## src/rtl/qinj_pulse_gen.sv

```systemverilog
// ---------------------------------------------------------------------------
// qinj_pulse_gen
//
// Charge-injection pulse sequencer feeding the ChargeInj_IN input of the
// 16x16 clock-tree fan-out. A single-cycle trigger is turned into a train of
// pulses aligned to CLK40: start delay, pulse width, gap and pulse count.
// All timing is whole CLK40 cycles; the clock tree adds its own fixed delay.
//
// Parameters
//   DLY_W  width of cfgDelay / cfgGap (cycles)
//   WID_W  width of cfgWidth (cycles)
//   CNT_W  width of cfgRepeat and of the pulse counter
//
// Ports
//   CLK40      in   40 MHz clock, all state on the rising edge
//   RSTN       in   asynchronous active-low reset
//   QInjEn     in   global enable; low blocks triggers and aborts a train
//   trigger    in   one-cycle injection request
//   cfgDelay   in   idle cycles between acceptance and the first pulse
//   cfgWidth   in   pulse high time in cycles (0 behaves as 1)
//   cfgGap     in   low time between pulses in cycles (0 behaves as 1)
//   cfgRepeat  in   number of pulses (0 behaves as 1)
//   ChargeInj  out  registered pulse train to the clock tree
//   busy       out  high while a train is in progress
//   done       out  one-cycle pulse on normal completion
//   dropCount  out  saturating count of ignored triggers (only with
//                   QINJ_DROP_COUNT_EN defined)
//
// Build option
//   QINJ_DROP_COUNT_EN  adds the dropCount output and its counter.
// ---------------------------------------------------------------------------
module qinj_pulse_gen #(
  parameter int unsigned DLY_W = 8,
  parameter int unsigned WID_W = 4,
  parameter int unsigned CNT_W = 8
) (
  input  logic             CLK40,
  input  logic             RSTN,
  input  logic             QInjEn,
  input  logic             trigger,
  input  logic [DLY_W-1:0] cfgDelay,
  input  logic [WID_W-1:0] cfgWidth,
  input  logic [DLY_W-1:0] cfgGap,
  input  logic [CNT_W-1:0] cfgRepeat,
  output logic             ChargeInj,
  output logic             busy,
`ifdef QINJ_DROP_COUNT_EN
  output logic             done,
  output logic [7:0]       dropCount
`else
  output logic             done
`endif
);

  // Shared down-counter wide enough for delay, width and gap intervals.
  localparam int unsigned TW = (DLY_W > WID_W) ? DLY_W : WID_W;

  typedef enum logic [1:0] {
    StIdle,
    StDelay,
    StHigh,
    StGap
  } state_e;

  // ---------------------------------------------------------------------------
  // State
  // ---------------------------------------------------------------------------
  state_e           r_state;
  logic [TW-1:0]    r_timer;   // cycles left in the current phase, minus one
  logic [WID_W-1:0] r_wid_m1;  // shadow: effective width minus one
  logic [DLY_W-1:0] r_gap_m1;  // shadow: effective gap minus one
  logic [CNT_W-1:0] r_rem;     // pulses still to issue after the current one
  logic             r_ci;
  logic             r_busy;
  logic             r_done;

  state_e           w_state_nxt;
  logic [TW-1:0]    w_timer_nxt;
  logic [WID_W-1:0] w_wid_nxt;
  logic [DLY_W-1:0] w_gap_nxt;
  logic [CNT_W-1:0] w_rem_nxt;
  logic             w_ci_nxt;
  logic             w_busy_nxt;
  logic             w_done_nxt;

  // ---------------------------------------------------------------------------
  // Effective configuration, zero fields treated as one and stored minus one.
  // A delay of 0 or 1 both give the minimum one-cycle latency.
  // ---------------------------------------------------------------------------
  logic [DLY_W-1:0] w_dly_m1;
  logic [WID_W-1:0] w_cfg_wid_m1;
  logic [DLY_W-1:0] w_cfg_gap_m1;
  logic [CNT_W-1:0] w_cfg_rem;
  logic             w_timer_zero;
  logic             w_accept;
  logic             w_abort;

  assign w_dly_m1     = (cfgDelay  == '0) ? '0 : cfgDelay  - DLY_W'(1);
  assign w_cfg_wid_m1 = (cfgWidth  == '0) ? '0 : cfgWidth  - WID_W'(1);
  assign w_cfg_gap_m1 = (cfgGap    == '0) ? '0 : cfgGap    - DLY_W'(1);
  assign w_cfg_rem    = (cfgRepeat == '0) ? '0 : cfgRepeat - CNT_W'(1);

  assign w_timer_zero = (r_timer == '0);
  assign w_accept     = (r_state == StIdle) && trigger && QInjEn;
  assign w_abort      = (r_state != StIdle) && !QInjEn;

  // ---------------------------------------------------------------------------
  // Next-state and registered-output logic
  // ---------------------------------------------------------------------------
  always_comb begin
    w_state_nxt = r_state;
    w_timer_nxt = r_timer;
    w_wid_nxt   = r_wid_m1;
    w_gap_nxt   = r_gap_m1;
    w_rem_nxt   = r_rem;
    w_ci_nxt    = 1'b0;
    w_busy_nxt  = 1'b0;
    w_done_nxt  = 1'b0;

    unique case (r_state)
      StIdle: begin
        if (w_accept) begin
          w_state_nxt = StDelay;
          w_timer_nxt = TW'(w_dly_m1);
          w_wid_nxt   = w_cfg_wid_m1;
          w_gap_nxt   = w_cfg_gap_m1;
          w_rem_nxt   = w_cfg_rem;
          w_busy_nxt  = 1'b1;
        end
      end

      StDelay: begin
        w_busy_nxt = 1'b1;
        if (w_timer_zero) begin
          w_state_nxt = StHigh;
          w_timer_nxt = TW'(r_wid_m1);
          w_ci_nxt    = 1'b1;
        end else begin
          w_timer_nxt = r_timer - TW'(1);
        end
      end

      StHigh: begin
        if (!w_timer_zero) begin
          w_timer_nxt = r_timer - TW'(1);
          w_ci_nxt    = 1'b1;
          w_busy_nxt  = 1'b1;
        end else if (r_rem != '0) begin
          w_state_nxt = StGap;
          w_timer_nxt = TW'(r_gap_m1);
          w_rem_nxt   = r_rem - CNT_W'(1);
          w_busy_nxt  = 1'b1;
        end else begin
          // Last falling edge: train completes here.
          w_state_nxt = StIdle;
          w_timer_nxt = '0;
          w_done_nxt  = 1'b1;
        end
      end

      StGap: begin
        w_busy_nxt = 1'b1;
        if (w_timer_zero) begin
          w_state_nxt = StHigh;
          w_timer_nxt = TW'(r_wid_m1);
          w_ci_nxt    = 1'b1;
        end else begin
          w_timer_nxt = r_timer - TW'(1);
        end
      end

      default: begin
        w_state_nxt = StIdle;
        w_timer_nxt = '0;
      end
    endcase

    // Disable wins over everything, including a completion on the same edge.
    if (w_abort) begin
      w_state_nxt = StIdle;
      w_timer_nxt = '0;
      w_rem_nxt   = '0;
      w_ci_nxt    = 1'b0;
      w_busy_nxt  = 1'b0;
      w_done_nxt  = 1'b0;
    end
  end

  always_ff @(posedge CLK40 or negedge RSTN) begin
    if (!RSTN) begin
      r_state  <= StIdle;
      r_timer  <= '0;
      r_wid_m1 <= '0;
      r_gap_m1 <= '0;
      r_rem    <= '0;
      r_ci     <= 1'b0;
      r_busy   <= 1'b0;
      r_done   <= 1'b0;
    end else begin
      r_state  <= w_state_nxt;
      r_timer  <= w_timer_nxt;
      r_wid_m1 <= w_wid_nxt;
      r_gap_m1 <= w_gap_nxt;
      r_rem    <= w_rem_nxt;
      r_ci     <= w_ci_nxt;
      r_busy   <= w_busy_nxt;
      r_done   <= w_done_nxt;
    end
  end

  assign ChargeInj = r_ci;
  assign busy      = r_busy;
  assign done      = r_done;

`ifdef QINJ_DROP_COUNT_EN
  // ---------------------------------------------------------------------------
  // Ignored-trigger counter: a trigger is dropped when a train is already
  // running (including its completion edge) or when injection is disabled.
  // ---------------------------------------------------------------------------
  logic       w_drop;
  logic [7:0] r_drop_cnt;

  assign w_drop = trigger && (!QInjEn || (r_state != StIdle));

  always_ff @(posedge CLK40 or negedge RSTN) begin
    if (!RSTN) begin
      r_drop_cnt <= '0;
    end else if (w_drop && (r_drop_cnt != 8'hFF)) begin
      r_drop_cnt <= r_drop_cnt + 8'd1;
    end
  end

  assign dropCount = r_drop_cnt;
`endif

endmodule

```

## config.mk

```make
export PLATFORM = sky130hd
export DESIGN_NAME = qinj_pulse_gen
export DESIGN_NICKNAME = d
export VERILOG_FILES = /design/src/rtl/qinj_pulse_gen.sv
export SDC_FILE = /design/constraint.sdc
export NUM_CORES = 1
export LEC_CHECK = 0
export ABC_AREA = 1
export CAP_MARGIN = 10
export CORE_ASPECT_RATIO = 1.25
export CORE_MARGIN = 2
export CORE_UTILIZATION = 55
export CTS_BUF_LIST = sky130_fd_sc_hd__clkbuf_2 sky130_fd_sc_hd__clkbuf_4 sky130_fd_sc_hd__clkbuf_8
export DETAILED_ROUTE_END_ITERATION = 10
export PLACE_DENSITY_LB_ADDON = 0.25
export SYNTH_ARGS = -nofsm -noshare
export SYNTH_HDL_FRONTEND = slang
export SYNTH_SLANG_ARGS = --single-unit
export TNS_END_PERCENT = 20
```

## constraint.sdc

```tcl
create_clock -name CLK40 -period 2.15 [get_ports CLK40]
set_input_delay 0.215 -clock CLK40 [delete_from_list [all_inputs] [get_ports CLK40]]
set_output_delay 0.215 -clock CLK40 [all_outputs]
set_load 0.02 [all_outputs]
```

**After elaboration in Yosys (flattened, before gate mapping)**

Cells that the tools add are included.

- Add/subtract/negate cells: 6
- Equal/unequal tests: 7
- Multiplexer cells: 34
- Reductions and logical operators: 17

Operators with widths:

| operator | count |
|---|---|
| $mux 8 | 12 |
| $sub 8x1->8 const B | 5 |
| $logic_not 8->1 | 4 |
| $pmux 8 s3 | 1 |
| $pmux 8 s2 | 1 |
| $mux 1 | 11 |
| $mux 2 | 5 |
| $ne 3x3->1 const B | 3 |
| $reduce_bool 8->1 | 1 |
| $pmux 2 s3 | 1 |
| $eq 2x2->1 const B | 2 |
| $logic_not 4->1 | 1 |
| $mux 4 | 1 |
| $reduce_and 4->1 | 1 |
| $sub 4x1->4 const B | 1 |
| $logic_and 1x1->1 | 3 |
| $ne 3x1->1 const B | 1 |
| $pmux 1 s3 | 1 |
| $reduce_and 3->1 | 1 |
| $reduce_bool 3->1 | 1 |
| $eq 2x1->1 const B | 1 |
| $logic_not 2->1 | 1 |
| $pmux 1 s2 | 1 |
| $reduce_and 2->1 | 1 |
| other kinds (3) | 3 |

- Register bits after elaboration: 33
- Bits of input ports: 32
- Output and inout port bits: 3
- Word-level logic and storage cells: 72

**Depth between registers and ports, before layout**

- Depth in word-level cells: 6
- Gate-level depth with buffers: 10
- Gate-level depth less buffers: 10

**Worst setup path after synthesis**

OpenSTA, ideal clock, no wires.

- Kind: register to register
- Start: register r_rem[0]
- End: register r_state[0]
- Library setup time: 124 ps
- Data arrival time: 1,426 ps
- Data required time: 2,026 ps
- Slack: 600 ps
- Cell stages (with the launch flop): 9
- Buffers on the path: 0
- Clock period less this slack: 1,550 ps
- Cells stage by stage: dfrtp_1 -> inv_1 -> ha_1 -> nand2_4 -> nor2_8 -> nand3_4 -> nand3_4 -> nor2_4 -> or2_1

- Longest elaborated chain between the ends: 5

Ends and longest elaborated chain:

| what | RTL line | source |
|---|---|---|
| start, declared | 72 | `logic [CNT_W-1:0] r_rem;` |
| start signal, assigned | 204 | `r_rem <= w_rem_nxt;` |
| $reduce_bool 8->1 | 148 | `end else if (r_rem != '0) begin` |
| $mux 2 | 148 |  |
| $mux 2 | 144 | `if (!w_timer_zero) begin` |
| $pmux 2 s3 | 120 | `unique case (r_state)` |
| $mux 2 | 179 | `if (w_abort) begin` |
| end signal, assigned | 191 | `r_state <= StIdle;` |
| end signal, assigned | 200 | `r_state <= w_state_nxt;` |
| end, declared | 68 | `state_e r_state;` |

Every way passes these cells. The select of a mux whose other input is x is not followed.
A chain may end at the register's enable or synchronous reset.

**Worst setup path in the final report**

- Start: register r_timer[0]
- End: register r_rem[7]

- Longest elaborated chain between the ends: 3

Ends and longest elaborated chain:

| what | RTL line | source |
|---|---|---|
| start, declared | 69 | `logic [TW-1:0] r_timer;` |
| start signal, assigned | 201 | `r_timer <= w_timer_nxt;` |
| $logic_not 8->1 | 103 | `assign w_timer_zero = (r_timer == '0);` |
| $ne 3x3->1 (no line) | - |  |
| $reduce_and 4->1 (no line) | - |  |

Every way passes these cells.

==> metrics.txt <==
Synth Cell Area 2560 µm²; Num CTS Buffers 5; maximum VDD drop 0.589 mV; CP startpoint kind flip-flop; Seq/Total Area, Yosys 32.2%; top cells by area, synth dfrtp_1 (32%), nand2_1 (13%), nor2_1 (6.4%), inv_1 (6.1%), nand3_1 (5.9%); routability cong. between 0.9 and 1; Avg Synthesized Cell Area 6.99 µm²; Routed Antenna Nets 0; Final Hold Violating Endpoints 0; sw frac 46.0%; outcome complete, no violations; Post-synth EDFFs 0; full die area 5230 µm²; ANT cells 0; num ports 35; first-pass GRT wire length 10500 µm; total gr overflow 0; hold_buf cts 0; num rows 27; RSZ-0062 raised after global routing no; WL final about 6000 µm; Via density 5.41; YS warnings 0; Cell variety after synth 38; die height about 80 µm; CTS Root Cell clkbuf_8; Final WS setup 297 ps; busiest grt layer met2; CORE AREA 4460 µm²; share of the synthesized area in the top cell type 32.2%; Clock Tree Buf Depth 2; clock power share 16.6%; count leader, synth nand2_1; Seq pwr share 31.7%; DP Wirelength 4770 µm; WS Path Type flip-flop to flip-flop; max-slew violation count 0; Max Clk Rate 0.540 GHz; Clk Latency, worst-skew pair approximately 290 ps; Largest stage delay, worst path slightly above 400 ps; met3 Usage GRT 3.92%; WP data required roughly 2400 ps; DRC 0; critical path endpoint category flip-flop; met2 Use GR between 40 and 50%; Clk pin slew, worst setup/hold paths 70 ps; post-placement setup slack 211 ps; Max transition margin 67.9%; CP bufs+invs 2; initial core utilization 57.5%; Post-synth ARST share 100%; Post-Route Setup TNS 0 ps; Nets 448; initial antenna violation count 0; HP Class input port to async pin; P_leak about 0.0015 µW; Total Routing Usage GR roughly 26%; Int Pwr between 1500 and 2000 µW; family with the most delay on the worst path simple AND/OR/NAND/NOR gates; fin crit period ~1900 ps; CTS tree done; syn_nets 406; CTS resizes 0; worst-path fanout max 10; Yosys reg bits 33; H-tree depth reported by CTS 2; # clock sinks 33; cell breakdown of the critical path inv_1 > ha_1 > nand2_2 > nor2_4 > inv_4 > nand3_4 > nand3_4 > nor2_4 > nand3_2 > nand2_1; # setup viols final 0; largest net degree at the start of global routing 34; routed len/inst 12.9 µm; worst clock skew around 3.9 ps; P&R area growth vs syn 20.5%; net switching power 1660 µW; period utilization 86.2%; die width 65.1 µm; Post-Syn Instances 367; worst reg-to-reg path cell count 10; Commonest cells post-synth nand2_1 (92), nor2_1 (44), inv_1 (42); initial DRC count roughly 170; post-CTS setup buffers 0; Comb power frac a little over 50%; Slew @ Worst Pin 480 ps; port buffer count 34; DRT Pass-1 Iters 5; P per Cell Area 1170 nW/µm²; Vias 2530; total stage count of the critical path 10; Synth Flop Type dfrtp_1; vias in the first global route 2361; Slowest-stage cell, CP dfrtp_1; GR Util met1 34.5%; area leader, netlist dfrtp_1; data arrival time of the worst path 2090 ps; Max Cap Violations 0; layout cell share with drive strength beyond 1 around 9.3%
## path summary, 6_finish.rpt
kind	to	slack [ps]	startpoint
max	r_rem[7]	300	r_timer[0]
min	r_rem[5]	320	RSTN
max reg2reg	r_rem[7]	300	r_timer[0]
min reg2reg	r_wid_m1[3]	500	r_wid_m1[3]
max in group asynchronous	r_timer[1]	1520	RSTN
min in group CLK40	r_wid_m1[3]	500	r_wid_m1[3]
## cell usage in the layout (no fill, tap or decap), types with 2 or more instances in the layout
cell type / n
clkdlybuf4s50_1: 34
nand3_1: 30
buf_4: 6
a21oi_1: 10
nor2_4: 5
nor2_2: 2
clkbuf_8: 5
xor2_1: 8
o22ai_1: 6
nor3_1: 8
nand2_1: 92
inv_1: 42
o21ai_0: 29
nand4_1: 5
nand2_2: 4
nand2_4: 2
nor2_1: 44
o21ai_1: 3
dfrtp_1: 33
o21bai_1: 2
nand3_4: 3
o211ai_1: 3
inv_2: 2
a31oi_1: 3
ha_1: 7
xnor2_1: 7
## logic make-up (layout without fill, tap and decap cells)
family,count (synthesis),count (layout),share of synthesized area (%)
buf+inv,52,95,8.98
compound gates,61,61,13.4
simple gates,199,199,36.8
flops,33,33,32.2
xor+xnor,15,15,5.12
fa+ha+maj,7,7,3.42
## power by group through the flow
stage / Sequential (µW) / Clock, µW / Combinational (µW)
final: 1140 / 597 / 1860
after global routing: 1170 / 633 / 2100
after CTS: 1130 / 608 / 1850
after detailed placement: 1140 / 0 / 1830
after global placement: 1140 / 0 / 1820
after floorplan: 1090 / 0 / 1430
## stage by stage
stage	instances	hold WS, ps	cell area [µm²]	util [%]	power (µW)
finish	468	324	3090	69.3	3600
global route	468	377	3090	69.3	3910
CTS	468	344	3090	69.3	3590
detailed placement	460	480	2980	66.7	2980
global placement	460	479	2980	66.7	2950
floorplan	367	-80.6	2560	-	2510
## state kept, by name, indices dropped and copies added (netlist names)
signal / count
r_gap_m1: 8
r_rem: 8
r_timer: 8
r_wid_m1: 4
r_state: 2
ChargeInj: 1
busy: 1
done: 1
## routing by layer
metal / share of wire [%] / vias up
met3: 4.9 / 8
met4: 1.3 / 0
met1: 46 / 1154
met2: 48 / 87
li1: - / 1281
met5: 0 / -
## layout make-up
class	count	area (µm²)
clock buffer	5	68.8
clock inverter	3	46.3
fill	399	1370
inverter	47	184
multi-input combinational	282	1510
sequential	33	826
tap	58	72.6
timing repair buffer	40	385
(Power assumes the default switching activity.)
